===== config.mk =====
export PLATFORM = sky130hd
export DESIGN_NAME = spi_frame_ctrl
export DESIGN_NICKNAME = d
export VERILOG_FILES = /design/src/rtl/spi_frame_pkg.sv /design/src/rtl/spi_edge_sync.sv /design/src/rtl/spi_frame_ctrl.sv
export SDC_FILE = /design/constraint.sdc
export NUM_CORES = 1
export LEC_CHECK = 0
export CAP_MARGIN = 10
export CORE_AREA = 2 2 59 117
export DETAILED_ROUTE_END_ITERATION = 8
export DIE_AREA = 0 0 61 119
export GPL_TIMING_DRIVEN = 0
export SLEW_MARGIN = 40
export SYNTH_ARGS = -nofsm -noshare
export SYNTH_HDL_FRONTEND = slang
export SYNTH_HIERARCHICAL = 1
export SYNTH_SLANG_ARGS = --single-unit

===== constraint.sdc =====
create_clock -name clk -period 2.2 [get_ports clk]
set_input_delay 0.55 -clock clk [delete_from_list [all_inputs] [get_ports clk]]
set_output_delay 0.55 -clock clk [all_outputs]
set_load 0.03 [all_outputs]

===== src/rtl/spi_frame_pkg.sv =====
// Shared state type and sizing helpers for the SPI frame sequencer.
package spi_frame_pkg;
    typedef enum logic [2:0] {
        ST_IDLE,
        ST_HDR,
        ST_RD_WAIT,
        ST_RD_DATA,
        ST_WR_DATA,
        ST_DONE
    } state_t;

    localparam int ADDR_W_DFLT = 7;
    localparam int DATA_W_DFLT = 8;

    // R/W is the first bit shifted in, so it lands above the address
    function automatic int hdr_rw_pos(input int addr_w);
        return addr_w;
    endfunction

    function automatic int cnt_width(input int addr_w, input int data_w);
        return $clog2(1 + addr_w + data_w + 1);
    endfunction
endpackage


===== src/rtl/spi_edge_sync.sv =====
// SCLK / CS_N edge history in the system clock domain; history holds while ena is low.
module spi_edge_sync (
    input  logic clk,
    input  logic rstb,
    input  logic ena,
    input  logic sclk,
    input  logic cs_n,
    output logic sclk_rise,
    output logic sclk_fall,
    output logic cs_fall
);
    logic sclk_q, sclk_d;
    logic cs_q, cs_d;

    always_comb begin
        sclk_d = ena ? sclk : sclk_q;
        cs_d   = ena ? cs_n : cs_q;
    end

    always_ff @(posedge clk) begin
        if (!rstb) begin
            sclk_q <= 1'b0;
            cs_q   <= 1'b1;
        end else begin
            sclk_q <= sclk_d;
            cs_q   <= cs_d;
        end
    end

    assign sclk_rise = ena & sclk & ~sclk_q;
    assign sclk_fall = ena & ~sclk & sclk_q;
    assign cs_fall   = ena & ~cs_n & cs_q;
endmodule


===== src/rtl/spi_frame_ctrl.sv =====
// SPI mode-0 peripheral frame sequencer: header + data deserialize, register write
// strobe or req/ack read with MISO serialization, abort on early CS_N release.
//
//   state      | meaning
//   ST_IDLE    | waiting for cs_n to fall
//   ST_HDR     | shifting in R/W + address
//   ST_RD_WAIT | reg_rd_req held, waiting for ack
//   ST_RD_DATA | serializing read data on miso
//   ST_WR_DATA | shifting in write data
//   ST_DONE    | frame complete, waiting for cs_n high
module spi_frame_ctrl
    import spi_frame_pkg::*;
#(
    parameter int ADDR_W = ADDR_W_DFLT,
    parameter int DATA_W = DATA_W_DFLT
) (
    input  logic              clk,
    input  logic              rstb,
    input  logic              ena,
    input  logic              sclk,
    input  logic              cs_n,
    input  logic              mosi,
    output logic              miso,
    output logic [ADDR_W-1:0] reg_addr,
    output logic [DATA_W-1:0] reg_wdata,
    output logic              reg_we,
    output logic              reg_rd_req,
    input  logic              reg_rd_ack,
    input  logic [DATA_W-1:0] reg_rd_data,
    output logic              busy,
    output logic              err_abort,
    output logic              err_late
);
    localparam int CNT_W  = cnt_width(ADDR_W, DATA_W);
    localparam int RW_POS = hdr_rw_pos(ADDR_W);
    localparam int SH_W   = (ADDR_W > DATA_W) ? ADDR_W : DATA_W;

    state_t            state_q, state_d;
    logic [CNT_W-1:0]  cnt_q, cnt_d;
    logic [SH_W-1:0]   sh_q, sh_d;
    logic [DATA_W-1:0] tx_q, tx_d;
    logic [ADDR_W-1:0] reg_addr_q, reg_addr_d;
    logic [DATA_W-1:0] reg_wdata_q, reg_wdata_d;
    logic              reg_we_q, reg_we_d;
    logic              rd_req_q, rd_req_d;
    logic              err_abort_q, err_abort_d;
    logic              err_late_q, err_late_d;
    logic              sclk_rise, sclk_fall, cs_fall;
    logic              in_frame;
    logic [ADDR_W:0]   hdr;

    spi_edge_sync u_edge (
        .clk       (clk),
        .rstb      (rstb),
        .ena       (ena),
        .sclk      (sclk),
        .cs_n      (cs_n),
        .sclk_rise (sclk_rise),
        .sclk_fall (sclk_fall),
        .cs_fall   (cs_fall)
    );

    assign in_frame = (state_q == ST_HDR) || (state_q == ST_RD_WAIT) ||
                      (state_q == ST_RD_DATA) || (state_q == ST_WR_DATA);

    always_comb begin
        state_d     = state_q;
        cnt_d       = cnt_q;
        sh_d        = sh_q;
        tx_d        = tx_q;
        reg_addr_d  = reg_addr_q;
        reg_wdata_d = reg_wdata_q;
        reg_we_d    = 1'b0;
        rd_req_d    = rd_req_q;
        err_abort_d = 1'b0;
        err_late_d  = 1'b0;
        hdr         = {sh_q[ADDR_W-1:0], mosi};

        if (ena) begin
            if (in_frame && cs_n) begin
                state_d     = ST_IDLE;
                rd_req_d    = 1'b0;
                err_abort_d = 1'b1;
            end else begin
                case (state_q)
                    ST_IDLE: begin
                        if (cs_fall) begin
                            state_d = ST_HDR;
                            cnt_d   = '0;
                            sh_d    = '0;
                        end
                    end
                    ST_HDR: begin
                        if (sclk_rise) begin
                            sh_d  = {sh_q[SH_W-2:0], mosi};
                            cnt_d = cnt_q + CNT_W'(1);
                            if (cnt_q == CNT_W'(ADDR_W)) begin
                                reg_addr_d = hdr[ADDR_W-1:0];
                                cnt_d      = '0;
                                sh_d       = '0;
                                if (hdr[RW_POS]) begin
                                    state_d  = ST_RD_WAIT;
                                    rd_req_d = 1'b1;
                                end else begin
                                    state_d = ST_WR_DATA;
                                end
                            end
                        end
                    end
                    ST_RD_WAIT: begin
                        // a rise coinciding with ack has already consumed bit 0
                        if (reg_rd_ack) begin
                            tx_d     = reg_rd_data;
                            rd_req_d = 1'b0;
                            state_d  = ST_RD_DATA;
                            cnt_d    = sclk_rise ? CNT_W'(1) : '0;
                        end else if (sclk_rise) begin
                            err_late_d = 1'b1;
                            tx_d       = '0;
                            rd_req_d   = 1'b0;
                            state_d    = ST_RD_DATA;
                            cnt_d      = CNT_W'(1);
                        end
                    end
                    ST_RD_DATA: begin
                        // the header's trailing fall must not shift away the MSB
                        if (sclk_rise) begin
                            cnt_d = cnt_q + CNT_W'(1);
                            if (cnt_q == CNT_W'(DATA_W - 1)) begin
                                state_d = ST_DONE;
                            end
                        end else if (sclk_fall && (cnt_q != '0)) begin
                            tx_d = {tx_q[DATA_W-2:0], 1'b0};
                        end
                    end
                    ST_WR_DATA: begin
                        if (sclk_rise) begin
                            sh_d  = {sh_q[SH_W-2:0], mosi};
                            cnt_d = cnt_q + CNT_W'(1);
                            if (cnt_q == CNT_W'(DATA_W - 1)) begin
                                reg_wdata_d = {sh_q[DATA_W-2:0], mosi};
                                reg_we_d    = 1'b1;
                                state_d     = ST_DONE;
                            end
                        end
                    end
                    ST_DONE: begin
                        if (cs_n) begin
                            state_d = ST_IDLE;
                        end
                    end
                    default: state_d = ST_IDLE;
                endcase
            end
        end
    end

    always_ff @(posedge clk) begin
        if (!rstb) begin
            state_q     <= ST_IDLE;
            cnt_q       <= '0;
            sh_q        <= '0;
            tx_q        <= '0;
            reg_addr_q  <= '0;
            reg_wdata_q <= '0;
            reg_we_q    <= 1'b0;
            rd_req_q    <= 1'b0;
            err_abort_q <= 1'b0;
            err_late_q  <= 1'b0;
        end else begin
            state_q     <= state_d;
            cnt_q       <= cnt_d;
            sh_q        <= sh_d;
            tx_q        <= tx_d;
            reg_addr_q  <= reg_addr_d;
            reg_wdata_q <= reg_wdata_d;
            reg_we_q    <= reg_we_d;
            rd_req_q    <= rd_req_d;
            err_abort_q <= err_abort_d;
            err_late_q  <= err_late_d;
        end
    end

    assign miso       = (state_q == ST_RD_DATA) ? tx_q[DATA_W-1] : 1'b0;
    assign reg_addr   = reg_addr_q;
    assign reg_wdata  = reg_wdata_q;
    assign reg_we     = reg_we_q;
    assign reg_rd_req = rd_req_q;
    assign busy       = (state_q != ST_IDLE);
    assign err_abort  = err_abort_q;
    assign err_late   = err_late_q;
endmodule


* Word level (Yosys, flattened, before mapping)
Cells that the tools add are included.
** Operators by class
- Mux-type cells :: 40
- $add $sub $neg :: 1
- Equality and inequality tests :: 21
- Bitwise logic cells :: 15
- Reduce and logical (&&, ||, !) cells :: 23
** Operators by type and width (count)
- two-way mux 8 bit :: 4
- two-way mux 3 bit :: 10
- two-way mux 5 bit :: 6
- two-way mux 7 bit :: 4
- one-hot mux 7 bit (3 select lines) :: 1
- one-hot mux 5 bit (4 select lines) :: 1
- AND reduction 6 bit :: 3
- one-hot mux 8 bit (2 select lines) :: 1
- one-hot mux 3 bit (5 select lines) :: 1
- two-way mux 1 bit :: 11
- AND reduction 5 bit :: 2
- OR reduction 5 bit :: 2
- != test 3 x 1 -> 1 bit, second input constant :: 3
- != test 3 bit, second input constant :: 3
- inverter 1 bit :: 9
- nonzero test 3 bit :: 3
- != test 2 bit, second input constant :: 4
- AND reduction 8 bit :: 1
- AND reduction 7 bit :: 1
- AND 1 bit :: 6
- == test 3 x 2 -> 1 bit, second input constant :: 2
- == test 3 bit, second input constant :: 2
- != test 3 x 2 -> 1 bit, second input constant :: 2
- adder 5 x 1 -> 5 bit, second input constant :: 1
- 13 further kinds :: 17
** Storage, ports and cells
- Logic and storage cells :: 112
- Output and inout bits :: 21
- Input port bits :: 15
- Register bits :: 44

* Logic depth before layout (Yosys ltp)
Gate-level depths: netlist of run 1.
- Depth in word-level cells :: 7
- Depth in mapped cells :: 8
- Gate-level depth less buffers :: 7

* Modules after synthesis
The synthesis of run 1 kept the hierarchy.
** By module, submodules not included
- spi_frame_ctrl :: area each 2075.7 um^2, cells an instance 251, sequential area each 840.8 um^2, times used 1
- spi_edge_sync :: area each 97.6 um^2, cells an instance 10, sequential area each 40.0 um^2, times used 1

* Worst setup path before layout of run 1
OpenSTA, ideal clock, no wires.
- Kind :: register to register
- From :: reg state_q[0]
- To :: reg tx_q[0]
- Arrival :: 2086 ps
- Cell stages (with the launch flop) :: 7
- Path slack :: 44 ps
- Period minus slack after synthesis :: 2156 ps
- Path through :: dfxtp_1 > or3_1 > buf_2 > a31o_4 > a2111o_1 > or3_1 > a21oi_1
** On the way
- Word-level cells in the longest chain between the ends :: 7
- Elaborated cells on any way between the ends :: 15
** RTL lines
- start: declaration :: line spi_frame_ctrl.sv:38 : state_t state_q, state_d;
- start signal: assignment :: line spi_frame_ctrl.sv:171 : state_q <= state_d;
- == test 3 x 1 -> 1 bit / == test 3 x 2 -> 1 bit (equally long branches) :: line spi_frame_ctrl.sv:63, spi_frame_ctrl.sv:85
- logical OR 1 bit (2 in series) :: line spi_frame_ctrl.sv:63 : assign in_frame = (state_q == ST_HDR) || (state_q == ST_RD_WAIT) ||
- logical OR 1 bit :: line spi_frame_ctrl.sv:64 : (state_q == ST_RD_DATA) || (state_q == ST_WR_DATA);
- logical AND 1 bit :: line spi_frame_ctrl.sv:80 : if (in_frame && cs_n) begin
- inverter 1 bit (no line)
- AND reduction 6 bit (no line)
- end signal: assignment :: line spi_frame_ctrl.sv:174 : tx_q <= tx_d;
- end: declaration :: line spi_frame_ctrl.sv:41 : logic [DATA_W-1:0] tx_q, tx_d;
Several ways; a longest one is shown, not always the timed one.
A chain may end at the register's enable or synchronous reset.

* Worst setup path after layout of run 1
Same ends and word-level chain as after synthesis.

==> results of run 1 <==
==> layout by cell type (no fill, tap or decap), drive strengths merged, types with 2 or more instances in the layout <==
cell type / Yosys / layout
a2bb2oi: 3 / 3
nand3b: 2 / 2
nor2: 20 / 20
or3: 2 / 2
and3b: 2 / 2
clkbuf: 11 / 17
a21o: 7 / 7
nor3: 4 / 4
nand2b: 5 / 5
dlygate4sd2: 0 / 3
buf: 4 / 20
a22oi: 2 / 2
inv: 8 / 8
o21ai: 9 / 9
mux2: 2 / 2
ha: 2 / 2
or4: 2 / 2
mux2i: 20 / 20
nand3: 13 / 13
clkdlybuf4s50: 0 / 30
a211oi: 2 / 2
a21oi: 21 / 21
o22ai: 2 / 2
or2: 7 / 7
nor4: 3 / 3
nor2b: 4 / 4
nand2: 41 / 41
a31o: 2 / 2
a31oi: 2 / 2
dfxtp: 44 / 44
a2111oi: 2 / 2
==> worst max-delay path: stages, from the launching register on <==
cell and delay (ns):
dfxtp_4 0.35, or3_1 0.36, buf_4 0.17, a31o_4 0.26, a2111o_1 0.46, or3_1 0.32
a21oi_1 0.14
==> per-layer routing <==
metal	part of all wire [%]	routed length, µm	up-vias
li1	-	-	1033
met4	1.8	108	0
met3	4.2	244	10
met1	44	2550	1006
met2	50	2940	68
met5	0	0	-
==> metrics by stage <==
step           instances  cell area, µm²
2_1_floorplan        261            2170
3_3_place_gp         384            2630
3_5_place_dp         384            2630
4_1_cts              400            2920
5_1_grt              408            3030
6_report             408            3030
==> final cells by class <==
| type | instances | share of cell area [%] |
|---|---|---|
| Buffer | 14 | 3.01 |
| Clock buffer | 5 | 4.13 |
| Clock inverter | 3 | 1.40 |
| Inverter | 8 | 0.990 |
| Multi-Input combinational cell | 194 | 41.8 |
| Sequential cell | 44 | 29.2 |
| Tap cell | 88 | 3.63 |
| Timing Repair Buffer | 52 | 15.8 |
==> state kept, by name, indices dropped and copies added (netlist names), 3 cells and up <==
register / cells
reg_addr: 7
sh_q: 7
reg_wdata: 8
state_q: 3
cnt_q: 5
tx_q: 8
==> kinds of logic (layout without fill, tap and decap cells) <==
kind of cell / count (synthesis) / count (layout) / share of synthesized area (%)
adders and majority gates: 2 / 2 / 1.15
buffers and inverters: 23 / 82 / 4.14
AOI/OAI and AO/OA: 58 / 58 / 17.6
and+or+nand+nor: 112 / 112 / 26.4
muxes: 22 / 22 / 10.2
DFF: 44 / 44 / 40.5
==> where the power goes <==
| part | switching (µW) | internal, µW | leakage, µW | total [µW] |
|---|---|---|---|---|
| sequential | 5.99 | 803 | 0.000356 | 809 |
| combinational | 119 | 96.5 | 0.000631 | 216 |
| clock | 316 | 534 | 0.0000798 | 850 |
| total | 441 | 1430 | 0.00107 | 1870 |
==> what timing repair did <==
item,in CTS,in global routing
setup endpoints to repair,41,36
hold buffers,0,0
setup buffers,8,7
cloned,1,1
resized for setup,22,23
pin swaps,7,3
==> final timing paths <==
path,end,slack (ns),depth (start not counted)
max,tx_q[0]$_SDFFE_PN0P_,0.06,6
max reg2reg,tx_q[0]$_SDFFE_PN0P_,0.06,6
min,tx_q[6]$_SDFFE_PN0P_,0.46,2
min reg2reg,tx_q[6]$_SDFFE_PN0P_,0.46,2
==> metrics.cfg, run 1 <==
[sta]
max-slew-margin-rel_pct = 66.3
finalHoldWorstSlack_ns = 0.456
finalSetupViolCount = 0
fin_ws_ns = 0.0572
setup-tns-final_ns = 0
rsz0062_at_grt = true
slew_viol_final = 0
tightest_slew_ns = 0.506
hold_viol = 0
skew_ns = 0.00472
fmax_mhz = 467
finalCritPeriodShare_pct = 97.4
period_needed_ns = 2.14

[final_layout]
drive_above_1_share_pct = 20.6
diodes = 0
area_growth_pct = 39.6
seqCellArea_um2 = 886
final_net_count = 336
fin_util_pct = 46.9
fillers = 634
multiInputGateArea_um2 = 1270

[detailed_routing]
ant_nets = 0
wl_per_cell_um = 14.3
vias = 2117
vias_per_cell = 5.19
drc_errors = 0
first_pass_iters = 5
drtIter0Drc = 104
wirelength_um = 5850

[clock_tree]
root_buffer = clkbuf_16
numCtsBuffers = 5
h-tree-depth = 2
clockBufferDepth = 2
clk_latency_ns = 0.28
clk_pin_slew_ns = 0.07
cts_tree = yes
cts_sinks = 44

[critical_path]
crit-reg2reg-launch = state_q[0]$_SDFFE_PN0P_
crit_start = state_q[0]$_SDFFE_PN0P_
crit_arrival_ns = 2.36
worstSetupPathType = flop to flop
crit_fanout = 6
endpoint_kind = flop
required_ns = 2.41
cp-start-kind = flop

[placed_design]
post-dp-hpwl_um = 3780
globalplace.congestion = 0.883
place_ws_ns = -1.13
io_buffers = 35

[grt]
grt_pass1_wl_um = 9490
gr-usage-met2_pct = 26.9
grt_max_degree = 15
met3_usage_pct = 2.39
grt_antenna_before_repair = 0
grt_overflow = 0
grt_busiest_layer = met2
track_usage_pct = 16.6
grt_pass1_vias = 2051
grt_util_met1_pct = 22.1

[logic_synthesis]
syn_inst = 261
yosys-top-cells-area = dfxtp_1, mux2i_1, nand2_1
ys_async_sr_fraction_pct = 0
synth_edf_count = 0
synth.most_common_cell = dfxtp_1
syn_nets = 278
synth_area_leader_cell = dfxtp_1
ys.flop_type = dfxtp_1
synth_top_area_share_pct = 40.5
ys_types = 47
syn_area_um2 = 2170
synth_commonest_cells = dfxtp_1, nand2_1, a21oi_1
seq_area_frac_synth_pct = 40.5
ys_ff_latch = 44
synth_warnings = 6
syn_avg_cell_area_um2 = 8.33

[power_and_ir_drop]
fin_total_pwr_uw = 1870
max-vdd-ir-drop_mv = 0.484
powerDensity_nw_per_um2 = 618
cellLeakagePower_uw = 0.00107

[flow_run]
cap_violations = 0

[floorplanning]
core.rowCount = 42
ioPinCount = 36
die-area_um2 = 7260
die-height_um = 119
initial_core_util_pct = 33.6
die_w_um = 61
core_area_um2 = 6460

[worst_hold_path]
hold_start = tx_q[6]$_SDFFE_PN0P_
hold_path_class = flop to flop

[status]
outcome = completed

No activity file was read; power rests on OpenSTA's default activity.
==> run 2, diff against run 1 <==
- HOLD_SLACK_MARGIN: unset -> 0.06
- clock period: 2.2 -> 1.7 ns (I/O delays scaled with it)
==> run 2 against run 1 <==
The flow now finishes with violations (negative setup slack). Wire length grew 4.7%. Core utilization grew 4.5 points. Register-to-register slack lost 0.33 ns. Die area is the same. Total power grew 27%. Via count grew 2.7%. First-iteration DRC count shrank 40%. Worst hold slack lost 0.025 ns. Clock skew shrank 0.0031 ns. Cell area grew 9.5%.
==> metrics.cfg, run 2 (synthesized netlist as in run 1, its figures left out) <==
[status]
outcome = complete, but fails checks  ; was completed
violations = negative setup slack

[detailed_routing]
drtIter0Drc = 62  ; was 104
drc_errors = 0  ; unchanged
vias = 2175  ; was 2117
vias_per_cell = 5.14  ; was 5.19
first_pass_iters = 4  ; was 5
wirelength_um = 6120  ; was 5850 µm
wl_per_cell_um = 14.5  ; was 14.3 µm
ant_nets = 0  ; unchanged

[critical_path]
crit_chain = or3_4, a31o_4, a2111o_1, or3_1, a21oi_2  ; was or3_1, buf_4, a31o_4, a2111o_1, or3_1, a21oi_1
cp-start-kind = flop  ; unchanged
slowest_stage = or3_4  ; was a2111o_1
crit_buf_inv = 0  ; was 1
required_ns = 1.93  ; was 2.41 ns
crit_fanout = 5  ; was 6
worstSetupPathType = flop to flop  ; unchanged
path_delay_family = simple AND/OR/NAND/NOR gates  ; was compound AO/OA/AOI/OAI gates
endpoint_kind = flop  ; unchanged
slowest_delay_ns = 0.39  ; was 0.46 ns
crit_arrival_ns = 2.20  ; was 2.36 ns

[placed_design]
placed_cell_area_um2 = 2690  ; was 2630 µm²
place_ws_ns = -1.15  ; was -1.13 ns
post-dp-hpwl_um = 3740  ; was 3780 µm
placed_cells = 384  ; unchanged
io_buffers = 35  ; unchanged
globalplace.congestion = 0.856  ; was 0.883

[final_layout]
fin_util_pct = 51.4  ; was 46.9%
final-instance-count-excl-fill = 423  ; was 408
area_growth_pct = 52.8  ; was 39.6%
final_cell_mix = nand2_1, dfxtp_1, buf_4  ; was dfxtp_1, nand2_1, clkdlybuf4s50_1
final_cell_area_um2 = 3320  ; was 3030 µm²
layout.cells.most_common = nand2_1  ; was dfxtp_1
diodes = 0  ; unchanged
final_net_count = 351  ; was 336
drive_above_1_share_pct = 33.7  ; was 20.6%

[floorplanning]
die_w_um = 61  ; unchanged
core.rowCount = 42  ; unchanged
die-area_um2 = 7260  ; unchanged
ioPinCount = 36  ; unchanged
initial_core_util_pct = 33.6  ; unchanged
core_area_um2 = 6460  ; unchanged
die-height_um = 119  ; unchanged

[clock_tree]
clk_latency_ns = 0.29  ; was 0.28 ns
clockBufferDepth = 2  ; unchanged
root_buffer = clkbuf_16  ; unchanged
h-tree-depth = 2  ; unchanged
numCtsBuffers = 5  ; unchanged
cts_tree = yes  ; unchanged
clk_pin_slew_ns = 0.06  ; was 0.07 ns
hold_buffers = 0  ; unchanged
cts_sinks = 44  ; unchanged

[sta]
fin_ws_ns = -0.272  ; was 0.0572 ns
tightest_slew_ns = 0.433  ; was 0.506 ns
period_needed_ns = 1.97  ; was 2.14 ns
skew_ns = 0.00166  ; was 0.00472 ns
finalSetupViolCount = 38  ; was 0
fmax_mhz = 507  ; was 467 MHz
slew_viol_final = 0  ; unchanged
max-slew-margin-rel_pct = 71.0  ; was 66.3%
rsz0062_at_grt = true  ; unchanged
finalCritPeriodShare_pct = 116  ; was 97.4%
setup-tns-final_ns = -6.39  ; was 0 ns
hold_viol = 0  ; unchanged

[grt]
grt_antenna_before_repair = 0  ; unchanged
grt_overflow = 0  ; unchanged
grt_pass1_vias = 2052  ; was 2051
grt_pass1_wl_um = 9600  ; was 9490 µm
track_usage_pct = 16.9  ; was 16.6%
grt_max_degree = 15  ; unchanged

[power_and_ir_drop]
cellLeakagePower_uw = 0.00131  ; was 0.00107 µW
powerDensity_nw_per_um2 = 719  ; was 618 nW/µm²
max-vdd-ir-drop_mv = 0.573  ; was 0.484 mV

[worst_hold_path]
hold_path_class = primary input to flop  ; was flop to flop

[flow_run]
cap_violations = 0  ; unchanged

[run 2: worst paths after layout]
path | start | end | slack (ns) | cells after the start
worst max-delay path | state_q[1]$_SDFFE_PN0P_ | tx_q[0]$_SDFFE_PN0P_ | -0.27 | 5
worst min-delay path | sclk | u_edge/sclk_q$_SDFFE_PN0P_ | 0.43 | 3
worst max register to register | state_q[1]$_SDFFE_PN0P_ | tx_q[0]$_SDFFE_PN0P_ | -0.27 | 5
worst min register to register | tx_q[6]$_SDFFE_PN0P_ | tx_q[6]$_SDFFE_PN0P_ | 0.46 | 2
[run 2: what timing repair did]
item / 4_1_cts / 5_1_grt
hold endpoints to repair: 0 / 0
setup buffers: 16 / 16
pin swaps: 12 / 25
gates cloned: 2 / 0
setup endpoints to repair: 58 / 44
gates resized for setup: 68 / 51
[run 2: tightest hold or removal path, delay by kind of cell]
kind,cells,cell delay [ns]
buffers and inverters,1,0.10
multiplexers,1,0.07
AND/OR/NAND/NOR,1,0.09
[run 2: final cells by class]
cell class,count,area [µm²]
buffer,13,108
sequential,44,896
inverter,8,33.8
clock buffer,6,139
tap,88,110
clock inverter,2,15.0
multi-input combinational,194,1410
timing repair buffer,68,616
fill,609,3140
[run 2: where the power goes]
group          switching [µW]  internal (µW)  total [µW]
logic                     173            161         334
clock network             419            584        1000
registers                13.5           1040        1050
[run 2: per-layer routing]
metal / track usage [%] / vias to the layer above / part of all wire, % / routed length (µm)
met1: 21.7 / 1040 / 41 / 2490
met2: 27.5 / 58 / 53 / 3240
li1: - / 1065 / - / -
met4: 5.98 / 0 / 1.9 / 118
met3: 3.15 / 12 / 4.5 / 273
met5: 0 / - / 0 / 0
[run 2: stage by stage]
step,hold slack [ns],power [µW]
floorplan,0.432,1220
global placement,0.443,1310
detailed placement,0.451,1310
CTS,0.460,2340
global route,0.446,2470
finish,0.431,2390
